==> src/rtl/seq_sll_unit.sv <==
// rtl/seq_sll_unit.sv - multi-cycle shift-left-logical functional unit
//
// Computes C = A << B[SHAMT_W-1:0] with zero fill, moving at most STEP bit
// positions per clock so the per-cycle shifter stays small.
//
// Ports:
//   clk        clock, all state on the rising edge
//   rst        synchronous reset, active-high
//   in_valid   issue request, A/B valid
//   in_ready   unit idle and able to accept (low while rst is high)
//   A          operand to shift
//   B          shift source, only B[SHAMT_W-1:0] used
//   flush      synchronous cancel of any in-flight operation
//   out_valid  C holds a completed result
//   out_ready  consumer accepts C
//   C          registered result
//   busy       unit is not idle
module seq_sll_unit #(
    parameter int WIDTH   = 32,
    parameter int SHAMT_W = 5,
    parameter int STEP    = 4
) (
    input  logic             clk,
    input  logic             rst,
    input  logic             in_valid,
    output logic             in_ready,
    input  logic [WIDTH-1:0] A,
    input  logic [WIDTH-1:0] B,
    input  logic             flush,
    output logic             out_valid,
    input  logic             out_ready,
    output logic [WIDTH-1:0] C,
    output logic             busy
);

    localparam logic [1:0] IDLE  = 2'd0;
    localparam logic [1:0] SHIFT = 2'd1;
    localparam logic [1:0] DONE  = 2'd2;

    // One bit wider than rem so STEP == WIDTH is representable.
    localparam logic [SHAMT_W:0] STEP_W = (SHAMT_W + 1)'(STEP);

    logic [1:0]         state;
    logic [WIDTH-1:0]   acc;
    logic [SHAMT_W-1:0] rem;

    logic [WIDTH-1:0]   acc_step;
    logic [SHAMT_W-1:0] rem_step;

    // Only the low shift-amount bits of B matter.
    logic unused_b;
    assign unused_b = ^B[WIDTH-1:SHAMT_W];

    // Next acc/rem for one SHIFT cycle. The remainder case is a mux of
    // constant shifts below STEP rather than a full barrel shifter.
    always_comb begin
        acc_step = acc << STEP;
        rem_step = rem - STEP_W[SHAMT_W-1:0];
        if ({1'b0, rem} < STEP_W) begin
            acc_step = acc;
            rem_step = '0;
            for (int k = 1; k < STEP; k++) begin
                if (rem == SHAMT_W'(k)) begin
                    acc_step = acc << k;
                end
            end
        end
    end

    always_ff @(posedge clk) begin
        if (rst) begin
            state <= IDLE;
            acc   <= '0;
            rem   <= '0;
        end else if (flush) begin
            // acc/rem are left as they are; nothing observes them in IDLE.
            state <= IDLE;
        end else begin
            case (state)
                IDLE: begin
                    if (in_valid) begin
                        acc   <= A;
                        rem   <= B[SHAMT_W-1:0];
                        state <= (B[SHAMT_W-1:0] == '0) ? DONE : SHIFT;
                    end
                end
                SHIFT: begin
                    acc <= acc_step;
                    rem <= rem_step;
                    if (rem_step == '0) begin
                        state <= DONE;
                    end
                end
                DONE: begin
                    if (out_ready) begin
                        state <= IDLE;
                    end
                end
                default: state <= IDLE;
            endcase
        end
    end

    assign in_ready  = (state == IDLE) && !rst;
    assign out_valid = (state == DONE);
    assign busy      = (state != IDLE);
    assign C         = acc;

endmodule

==> config.mk <==
export PLATFORM = sky130hd
export DESIGN_NAME = seq_sll_unit
export DESIGN_NICKNAME = d
export VERILOG_FILES = /design/src/rtl/seq_sll_unit.sv
export SDC_FILE = /design/constraint.sdc
export NUM_CORES = 1
export LEC_CHECK = 0
export ABC_AREA = 1
export BUFFER_PORTS_ARGS = -buffer_cell sky130_fd_sc_hd__buf_2
export CORE_MARGIN = 3
export CORE_UTILIZATION = 35
export CTS_CLUSTER_SIZE = 8
export DETAILED_ROUTE_END_ITERATION = 12
export PLACE_DENSITY_LB_ADDON = 0.15
export SYNTH_ARGS = -nofsm -noshare
export SYNTH_HDL_FRONTEND = slang
export SYNTH_SLANG_ARGS = --single-unit
==> constraint.sdc <==
create_clock -name clk -period 1.6 [get_ports clk]
set_clock_uncertainty 0.2 [all_clocks]
set_input_delay 0.24 -clock clk [delete_from_list [all_inputs] [get_ports clk]]
set_output_delay 0.24 -clock clk [all_outputs]
set_load 0.05 [all_outputs]
==> run metrics <==
status=complete, but fails checks; violated checks=negative setup slack; Overflow after GRT=0; final setup violation count=31; Leakage=around 0.0019 uW; via count=3609; overall routing resource usage=18.30%; Layout area overhead=32.15%; CP Class=reg2reg; largest net degree at the start of global routing=32; Seq/Total Area, Yosys=25.46%; fill count=between 900 and 1000; layout cell share with drive strength beyond 1=29.44%; P per Cell Area=about 770 mW/mm2; Critical Path Source Type=flip-flop; H-tree Lvls=2; vias per inst=4.944; Final Hold Viols=0; worst slew pin tran=361.1 ps; fin crit period=1694 ps; CTS Buf Count=5; Residual DRC=0; Top-Level Pins=104; Die Area=approximately 0.01 mm2; CTS tree=yes; Clock Pin Slew Worst Setup and Hold Paths=~80 ps; leading cell type in the layout, fill and taps excluded=nand2_1; initial antenna violation count=0; most frequent cells in the layout=160 x nand2_1, 110 x nor2_1, 73 x buf_2; number of synthesized flops with an enable pin=0; chip width=99.61 um; RSZ-0062 raised after global routing=yes; Row Count=33; pre-CTS setup slack=-81.69 ps; Worst R2R Setup Slack=-90 ps; Port Buffers=76; worst endpoint required time=1580 ps; DR WL/cell=12.59 um; Max Fanout on Critical Path=17; Hold WS=38.69 ps; top post-synthesis cells by area=dfxtp_1 25%, nand2_1 22%, nor2_1 15%; DP HPWL=between 6000 and 7000 um; starting density of the core=a little over a third; nets=just under 700; placer congestion estimate=0.8318; Slew HR=around three quarters; Peak Freq=590.3 MHz; Mapped Area=0.003067 mm2; period utilization=105.9%; Die Ht=99.61 um; antenna-violating nets left=0; Post-Route WL=a little over 9000 um; Yosys Warn Count=0; Pins Over Slew Limit=0; Pre-antenna DRT Iters=6; Clk Latency, worst-skew pair=290 ps; Netlist cell types=27; WP data arrival=about 1700 ps; asr flop ratio synth=0%; MaxCap Viol Count=0; clock tree root buffer cell=clkbuf_8; Syn Nets=613; Hold Crit Class=in2reg; post-synth top area share=25.46%; CP endpoint kind=flip-flop; first-pass GRT wire length=15280 um; Placeable Area=0.008382 mm2; Synth Area per Inst=5.658 um2; Top FF cell, synth=dfxtp_1; ant diodes=0; number of global-route vias before repair=3331; First DRT Iteration DRCs=approximately 110; cell taking the most area after synthesis=dfxtp_1; clock sinks=39; Gate Count Post-Synth=approximately 540; clk buf depth=2; maximum VDD drop=0.0003283 V; PnR worst setup slack=-94.14 ps; register bit total from synthesis=39
## synth_stat cells, types with 3 or more instances
library cell and n:
a21oi_1 68, a21oi_2 5, buf_2 19, buf_4 4
buf_6 3, clkbuf_1 12, dfxtp_1 39, inv_1 16
inv_2 3, nand2_1 179, nand2_2 3, nand3_1 14
nor2_1 120, o211ai_1 27, o21ai_0 13
## power breakdown
group / switching, uW / leakage, uW / internal (uW) / total [uW]
clock: 363 / 0.0000422 / 307 / 670
sequential: 114 / 0.000322 / 1040 / 1150
combinational: 811 / 0.00157 / 473 / 1280
## state kept, by name (all words and copies together), names as in the netlist
register  cells
state         2
C            32
rem           5
## layer usage
| metal | up-vias | global-route usage (%) | wire length, um |
|---|---|---|---|
| li1 | 1910 | - | - |
| met1 | 1626 | 24.14 | 4400 |
| met2 | 69 | 31.77 | 4337 |
| met3 | 4 | 2.665 | 414 |
| met4 | 0 | 3.676 | 38 |
| met5 | - | 0 | 0 |
## layout make-up
cell class              instances  area [um2]  share of cell area [%]
clock inverters                 1       5.005                  0.1235
well taps                     105       131.4                   3.242
repair buffers                114       813.3                   20.07
multi-input cells             443        2150                   53.04
clock buffers                   7       76.32                   1.883
flip-flops and latches         39       790.8                   19.51
inverters                      21       86.33                   2.130
## kinds of logic after synthesis
| family | share of synthesized area (%) |
|---|---|
| xor+xnor | 0.2856 |
| buf+inv | 9.506 |
| compound gates | 22.07 |
| fa+ha+maj | 0.8159 |
| simple gates | 41.86 |
| flops | 25.46 |
## repair_timing
item | in CTS | in global routing
gates cloned | 0 | 1
setup buffers | 1 | 2
setup endpoints to repair | 36 | 37
hold buffers | 0 | 0
gates resized for setup | 30 | 28
pin swaps | 10 | 12
## worst max-delay path: stages (launching register included)
cell and delay [ps]:
dfxtp_2 330, inv_2 70, ha_4 150, inv_2 40
nor2_4 160, nand2_4 110, buf_12 170, nand2_1 60
nand2_1 50, nand2_1 60, nand2_1 60, nand2_1 80
a21oi_2 50
## worst paths after layout
kind / startpoint / end / depth (start not counted)
worst min register to register: C[31]$_SDFFE_PP0P_ / C[31]$_SDFFE_PP0P_ / 2
worst min-delay path: A[2] / C[2]$_SDFFE_PP0P_ / 3
worst max-delay path: rem[2]$_SDFFE_PP0P_ / C[11]$_SDFFE_PP0P_ / 12
worst max register to register: rem[2]$_SDFFE_PP0P_ / C[11]$_SDFFE_PP0P_ / 12
## metrics by stage
step	setup TNS (ps)	cells	instance area [um2]	total power [uW]	utilization [%]
2_1_floorplan	-23.77	542	3104	2026	-
3_3_place_gp	-1393	718	3757	2361	44.83
3_5_place_dp	-1741	718	3757	2375	44.83
4_1_cts	-1814	727	3940	3104	47.01
5_1_grt	-5745	730	4053	3316	48.35
6_report	-2070	730	4053	3109	48.35
Power figures use the tool's default switching activity.
